File: config.mk
export PLATFORM = sky130hd
export DESIGN_NAME = teclado_clave_flat
export DESIGN_NICKNAME = d
export VERILOG_FILES = /design/src/rtl/teclado_clave_if.sv /design/src/rtl/teclado_clave.sv /design/src/flat_wrapper.sv
export SDC_FILE = /design/constraint.sdc
export NUM_CORES = 1
export LEC_CHECK = 0
export BUFFER_PORTS_ARGS = -buffer_cell sky130_fd_sc_hd__buf_4
export CAP_MARGIN = 20
export CORE_ASPECT_RATIO = 2
export CORE_MARGIN = 5
export CORE_UTILIZATION = 62
export CTS_CLUSTER_SIZE = 16
export DETAILED_ROUTE_END_ITERATION = 8
export PLACE_DENSITY = 0.83
export SKIP_CTS_REPAIR_TIMING = 1
export SLEW_MARGIN = 20
export SYNTH_ARGS = -nofsm -noshare
export SYNTH_HDL_FRONTEND = slang
export SYNTH_SLANG_ARGS = --single-unit
File: constraint.sdc
create_clock -name Clk -period 3.5 [get_ports Clk]
set_clock_uncertainty 0.15 [all_clocks]
set_input_delay 0.175 -clock Clk [delete_from_list [all_inputs] [get_ports Clk]]
set_output_delay 0.175 -clock Clk [all_outputs]
set_load 0.05 [all_outputs]
File: src/rtl/teclado_clave_if.sv
// -----------------------------------------------------------------------------
// teclado_clave_if
// Bundle between the keypad scanner / access controller and the keypad front
// end teclado_clave.
//   Tecla        [3:0]  key code from the scanner (0-9 digit, A Borrar,
//                       B Confirmar, C-F invalid)
//   TeclaValida         high while a key is pressed (may bounce)
//   Clave        [15:0] last confirmed BCD password, first digit in [15:12]
//   Enter               one-cycle pulse: Clave newly valid
//   ErrorEntrada        one-cycle pulse: rejected key or discarded entry
//   Digitos      [2:0]  digits currently buffered (0-4)
// Modports: master = scanner/controller side, slave = teclado_clave.
// -----------------------------------------------------------------------------
interface teclado_clave_if;
  logic [3:0]  Tecla;
  logic        TeclaValida;
  logic [15:0] Clave;
  logic        Enter;
  logic        ErrorEntrada;
  logic [2:0]  Digitos;

  modport master (
    output Tecla, TeclaValida,
    input  Clave, Enter, ErrorEntrada, Digitos
  );

  modport slave (
    input  Tecla, TeclaValida,
    output Clave, Enter, ErrorEntrada, Digitos
  );
endinterface

File: src/rtl/teclado_clave.sv
// -----------------------------------------------------------------------------
// teclado_clave
// Keypad front end: debounces key strobes, assembles four BCD digits and
// presents the confirmed password with a one-cycle Enter pulse. Malformed or
// abandoned entries raise a one-cycle ErrorEntrada pulse instead.
// Parameters:
//   DEBOUNCE  stable sampled cycles needed for press and for release (>=1)
//   TIMEOUT   idle cycles after the last accepted key before a partial
//             entry is discarded (>=2)
// Ports:
//   Clk    system clock, rising edge
//   Reset  asynchronous active-low reset
//   bus    teclado_clave_if slave modport (Tecla/TeclaValida in,
//          Clave/Enter/ErrorEntrada/Digitos out)
// -----------------------------------------------------------------------------
module teclado_clave #(
  parameter int DEBOUNCE = 4,
  parameter int TIMEOUT  = 1000
) (
  input  logic             Clk,
  input  logic             Reset,
  teclado_clave_if.slave   bus
);

  localparam int CW = $clog2(DEBOUNCE + 1);
  localparam int IW = $clog2(TIMEOUT);
  localparam logic [CW-1:0] DEB_MAX   = CW'(DEBOUNCE);
  localparam logic [IW-1:0] IDLE_LAST = IW'(TIMEOUT - 1);

  typedef enum logic [1:0] {
    REPOSO,
    FILTRO,
    SOSTENIDA
  } estado_t;

  estado_t       r_estado,  w_estado_nx;
  logic [CW-1:0] r_cnt,     w_cnt_nx;
  logic [3:0]    r_codigo,  w_codigo_nx;
  logic          w_acepta;
  logic [3:0]    w_tecla;

  logic [15:0]   r_buffer;
  logic [15:0]   r_clave;
  logic [2:0]    r_digitos;
  logic          r_enter;
  logic          r_error;
  logic [IW-1:0] r_idle;

  // ---------------------------------------------------------------------------
  // Debounce FSM: state register
  // ---------------------------------------------------------------------------
  // NOTE: clocked state uses non-blocking assignments so every register
  // samples pre-edge values regardless of process ordering.
  always_ff @(posedge Clk or negedge Reset) begin
    if (!Reset) begin
      r_estado <= REPOSO;
      r_cnt    <= '0;
      r_codigo <= '0;
    end else begin
      r_estado <= w_estado_nx;
      r_cnt    <= w_cnt_nx;
      r_codigo <= w_codigo_nx;
    end
  end

  // ---------------------------------------------------------------------------
  // Debounce FSM: next state and acceptance strobe
  // ---------------------------------------------------------------------------
  always_comb begin
    // NOTE: every output of this block gets a default first so no path can
    // leave a value unassigned and infer a latch.
    w_estado_nx = r_estado;
    w_cnt_nx    = r_cnt;
    w_codigo_nx = r_codigo;
    w_acepta    = 1'b0;
    w_tecla     = r_codigo;

    unique case (r_estado)
      REPOSO: begin
        if (bus.TeclaValida) begin
          w_codigo_nx = bus.Tecla;
          w_tecla     = bus.Tecla;
          if (DEBOUNCE == 1) begin
            // A single stable sample is already enough: act right away.
            w_acepta    = 1'b1;
            w_cnt_nx    = '0;
            w_estado_nx = SOSTENIDA;
          end else begin
            w_cnt_nx    = CW'(1);
            w_estado_nx = FILTRO;
          end
        end
      end

      FILTRO: begin
        if (!bus.TeclaValida || (bus.Tecla != r_codigo)) begin
          w_cnt_nx    = '0;
          w_estado_nx = REPOSO;
        end else if (r_cnt + CW'(1) == DEB_MAX) begin
          w_acepta    = 1'b1;
          w_cnt_nx    = '0;
          w_estado_nx = SOSTENIDA;
        end else begin
          w_cnt_nx = r_cnt + CW'(1);
        end
      end

      SOSTENIDA: begin
        // Key codes are ignored here; only a clean release lets us go back.
        if (bus.TeclaValida) begin
          w_cnt_nx = '0;
        end else if (r_cnt + CW'(1) == DEB_MAX) begin
          w_cnt_nx    = '0;
          w_estado_nx = REPOSO;
        end else begin
          w_cnt_nx = r_cnt + CW'(1);
        end
      end

      default: begin
        w_cnt_nx    = '0;
        w_estado_nx = REPOSO;
      end
    endcase
  end

  // ---------------------------------------------------------------------------
  // Entry datapath: key actions, idle timeout, registered outputs.
  // An acceptance takes priority over a timeout expiring on the same edge.
  // ---------------------------------------------------------------------------
  always_ff @(posedge Clk or negedge Reset) begin
    if (!Reset) begin
      r_buffer  <= '0;
      r_clave   <= '0;
      r_digitos <= '0;
      r_enter   <= 1'b0;
      r_error   <= 1'b0;
      r_idle    <= '0;
    end else begin
      r_enter <= 1'b0;
      r_error <= 1'b0;

      if (w_acepta) begin
        r_idle <= '0;
        if (w_tecla <= 4'h9) begin
          if (r_digitos != 3'd4) begin
            r_buffer  <= {r_buffer[11:0], w_tecla};
            r_digitos <= r_digitos + 3'd1;
          end else begin
            r_error <= 1'b1;
          end
        end else if (w_tecla == 4'hA) begin
          r_buffer  <= '0;
          r_digitos <= '0;
        end else if (w_tecla == 4'hB) begin
          if (r_digitos == 3'd4) begin
            r_clave <= r_buffer;
            r_enter <= 1'b1;
          end else begin
            r_error <= 1'b1;
          end
          r_buffer  <= '0;
          r_digitos <= '0;
        end else begin
          r_error <= 1'b1;
        end
      end else if (r_digitos != 3'd0) begin
        if (r_idle == IDLE_LAST) begin
          r_buffer  <= '0;
          r_digitos <= '0;
          r_error   <= 1'b1;
          r_idle    <= '0;
        end else begin
          r_idle <= r_idle + IW'(1);
        end
      end else begin
        r_idle <= '0;
      end
    end
  end

  assign bus.Clave        = r_clave;
  assign bus.Enter        = r_enter;
  assign bus.ErrorEntrada = r_error;
  assign bus.Digitos      = r_digitos;

endmodule

File: src/flat_wrapper.sv
// flat-port wrapper written by rule: the top's interface ports become plain ports
module teclado_clave_flat 
#(
  parameter int DEBOUNCE = 4,
  parameter int TIMEOUT  = 1000
)
  (Clk, Reset, bus_Tecla, bus_TeclaValida, bus_Clave, bus_Enter, bus_ErrorEntrada, bus_Digitos);
  teclado_clave_if bus_i ();
  input  logic Clk;
  input  logic Reset;
  input wire logic [$bits(bus_i.Tecla)-1:0] bus_Tecla;
  input wire logic [$bits(bus_i.TeclaValida)-1:0] bus_TeclaValida;
  output wire logic [$bits(bus_i.Clave)-1:0] bus_Clave;
  output wire logic [$bits(bus_i.Enter)-1:0] bus_Enter;
  output wire logic [$bits(bus_i.ErrorEntrada)-1:0] bus_ErrorEntrada;
  output wire logic [$bits(bus_i.Digitos)-1:0] bus_Digitos;
  assign bus_i.Tecla = bus_Tecla;
  assign bus_i.TeclaValida = bus_TeclaValida;
  assign bus_Clave = bus_i.Clave;
  assign bus_Enter = bus_i.Enter;
  assign bus_ErrorEntrada = bus_i.ErrorEntrada;
  assign bus_Digitos = bus_i.Digitos;
  teclado_clave #(.DEBOUNCE(DEBOUNCE), .TIMEOUT(TIMEOUT)) u_core (.Clk(Clk), .Reset(Reset), .bus(bus_i));
endmodule
==> summary.md <==
| Metric | Value |
|---|---|
| Met2 usage | `34.2%` |
| Top post-synthesis cells by area | `dfrtp_1, mux2_4, a32o_1` |
| Die W | `56.2 um` |
| Routing usage on met3 | `3.67%` |
| CTS H-tree lvls | `2` |
| # DRC | `0` |
| Startpoint Class | `flop` |
| Cell variety after synth | `46` |
| Flop-to-flop setup slack | `740 ps` |
| Root Driver | `clkbuf_8` |
| Multi-input gate area | `between 1000 and 1500 um^2` |
| Synthesized Nets | `approximately 220` |
| CTS clock-pin slew for the worst setup and hold paths | `100 ps` |
| Synth area leader | `dfrtp_1` |
| Die area | `5750 um^2` |
| Outcome | `complete, no violations` |
| Synth Cell Area | `2650 um^2` |
| Area fraction of the dominant cell type after synthesis | `53.0%` |
| Tot GR Track Use | `18.9%` |
| Post-synth top cells | `dfrtp_1, nor2_1, a32o_1` |
| Min Tclk post-route | `2760 ps` |
| Chip height | `approximately 100 um` |
| #FFs+latches synth | `between 50 and 60` |
| Setup crit start | `u_core.r_estado[1]` |
| Critical Path AT | `2800 ps` |
| Leakage | `0.00145 uW` |
| Worst relative slew slack | `53.2%` |
| Final std cells w/o fill | `294` |
| # rows | `33` |
| Worst setup path end | `u_core.bus.Clave[10]` |
| Max-Cap Viols | `0` |
| Worst-skew pair later-pin latency | `310 ps` |
| Main synth FF type | `dfrtp_1` |
| Routed Antenna Nets | `0` |
| Diode count | `0` |
| Avg WL per Cell | `16.8 um` |
| Fmax achieved | `0.362 GHz` |
| FF/Latch Area | `1400 um^2` |
| Worst r2r dst | `u_core.bus.Clave[10]` |
| Vias in the first global route | `approximately 1800` |
| CP Max Fanout | `16` |
| Post-Route WL | `4.94 mm` |
| Placed Cells | `285` |
| Vias | `1769` |
| Tightest Pin Transition | `702 ps` |
| I/O pins | `28` |
| Fin nets | `253` |
| Most numerous cell in the Yosys netlist | `dfrtp_1` |
| # fillers | `314` |
| Pins Over Slew Limit | `0` |
| Layout Area Growth over Synthesis | `12.4%` |
| Post-synth EDFFs | `0` |
| Max incr delay on CP | `520 ps` |
| Vias/cell | `6.02` |
| Average size of a mapped cell | `between 10 and 15 um^2` |
| Cells after synthesis | `212` |
| Final Hold Vio Count | `0` |
| First-pass GRT wire length | `8.48 mm` |
| Initial antenna violation count | `0` |
| WP data required | `3540 ps` |
| Worst setup path class | `flop to flop` |
| Final setup vio count | `0` |
| Share of post-route cells with drive strength above 1 | `27.3%` |
| DP HPWL | `3.60 mm` |
| Register area share after synthesis | `between 50% and 60%` |
| Critical path capture point type | `flop` |
| Launch point of the worst reg-to-reg path | `u_core.r_estado[1]` |
| GRT Max-Usage Layer | `met2` |
| DRT Pass-1 Iters | `4` |
| YS warnings | `0` |
| Critical-path cell list | `nor3b_4 -> mux2_2 -> nor3b_2 -> nand3_2 -> mux2_4` |
| Clock buffer depth | `2` |
| Core Box Area | `4130 um^2` |
| Largest net degree at the start of global routing | `57` |
| Number of DRC markers in iteration 0 | `23` |
| Pre-CTS setup slack | `a little under 800 ps` |
| Grt ovf | `0` |
| Period utilization | `78.9%` |
| CP max-delay cell | `dfrtp_1` |
| Worst setup margin | `737 ps` |
| Fin Setup TNS | `0 ps` |
| CTS Buf Count | `5` |
| Starting Density | `64.1%` |
| Power density over the cells | `388 nW/um^2` |
| Port Buffers | `27` |
| Final Wtd Congestion | `0.824` |
| RSZ-0062 raised after global routing | `false` |
| Worst-case reg-to-reg path depth | `5` |
| Max VDD drop | `about 0.0004 V` |
| Post-synth ARST share | `100%` |
| Met1 Usage GRT | `21.1%` |
| Clock Sinks | `between 50 and 60` |
| Tightest Hold Check Type | `primary input to flop` |
| CTS tree | `built` |
-- cell families after synthesis --
group / count (synthesis) / synth area share (%)
compound gates: 35 / 12.0
buf+inv: 17 / 3.50
flops: 56 / 53.0
xor+xnor: 13 / 4.30
mux: 23 / 11.1
fa+ha+maj: 5 / 2.37
simple gates: 63 / 13.8
-- worst min-delay path by stage --
| stage | start | endpoint | slack [ps] | cells past startpoint |
|---|---|---|---|---|
| detailed placement | Reset | u_core.bus.Clave[2] | 110 | 1 |
| floorplan | Reset | u_core.bus.Clave[0] | -270 | 0 |
| finish | bus_TeclaValida | u_core.r_estado[0] | 20 | 3 |
| global route | bus_TeclaValida | u_core.r_estado[0] | 40 | 3 |
| CTS | Reset | u_core.r_codigo[2] | -230 | 1 |
| global placement | Reset | u_core.r_buffer[1] | 100 | 1 |
-- layout make-up --
cell class              instances  share of cell area (%)
clock buffers                   5                    2.31
clock inverters                 3                   0.715
inverters                       8                    1.01
multi-input cells             139                    38.7
flip-flops and latches         56                    47.1
well taps                      52                    2.19
repair buffers                 31                    7.91
-- registers in the layout, indices dropped and copies added, names as in the netlist --
signal,count
u_core.bus.Clave,16
u_core.r_cnt,3
u_core.r_buffer,16
u_core.r_idle,10
u_core.r_codigo,4
u_core.bus.ErrorEntrada,1
u_core.bus.Digitos,3
u_core.r_estado,2
u_core.bus.Enter,1
-- cells in the final DEF (no fill, tap or decap), drive strengths merged, types with 3 or more instances in the layout --
cell,count
and2,3
a22o,5
xor2,4
nor3,5
mux2,20
nand2,5
nand3,9
a21oi,3
inv,9
clkbuf,5
xnor2,9
dfrtp,56
nor2b,4
buf,30
ha,5
and3,6
a32o,13
nor2,18
mux2i,3
-- worst max-delay path, delay by kind of cell (launching register included) --
kind	cells	cell delay [ps]
flops	1	520
mux	2	880
simple gates	3	1090
-- routing by layer --
metal  vias up  wire length (um)  part of all wire [%]
li1        830                 -                     -
met1       886              1890                    38
met2        37              2740                    56
met3        16               154                   3.1
met4         0               155                   3.1
met5         -                 0                     0
-- power by group --
part,switching (uW),internal (uW)
clock,208,142
combinational,68.7,49.6
sequential,21.1,663
total,298,855
-- per-stage QoR --
stage | utilization [%] | hold slack (ps) | total power (uW) | cell area (um^2)
after floorplan | - | -271 | 771 | 2650
after global placement | 69.6 | 104 | 810 | 2870
after detailed placement | 69.6 | 109 | 813 | 2870
after CTS | 71.8 | -229 | 1160 | 2960
after global routing | 72.0 | 37.4 | 1210 | 2970
final | 72.0 | 22.4 | 1150 | 2970
No activity file was read; power rests on OpenSTA's default activity.
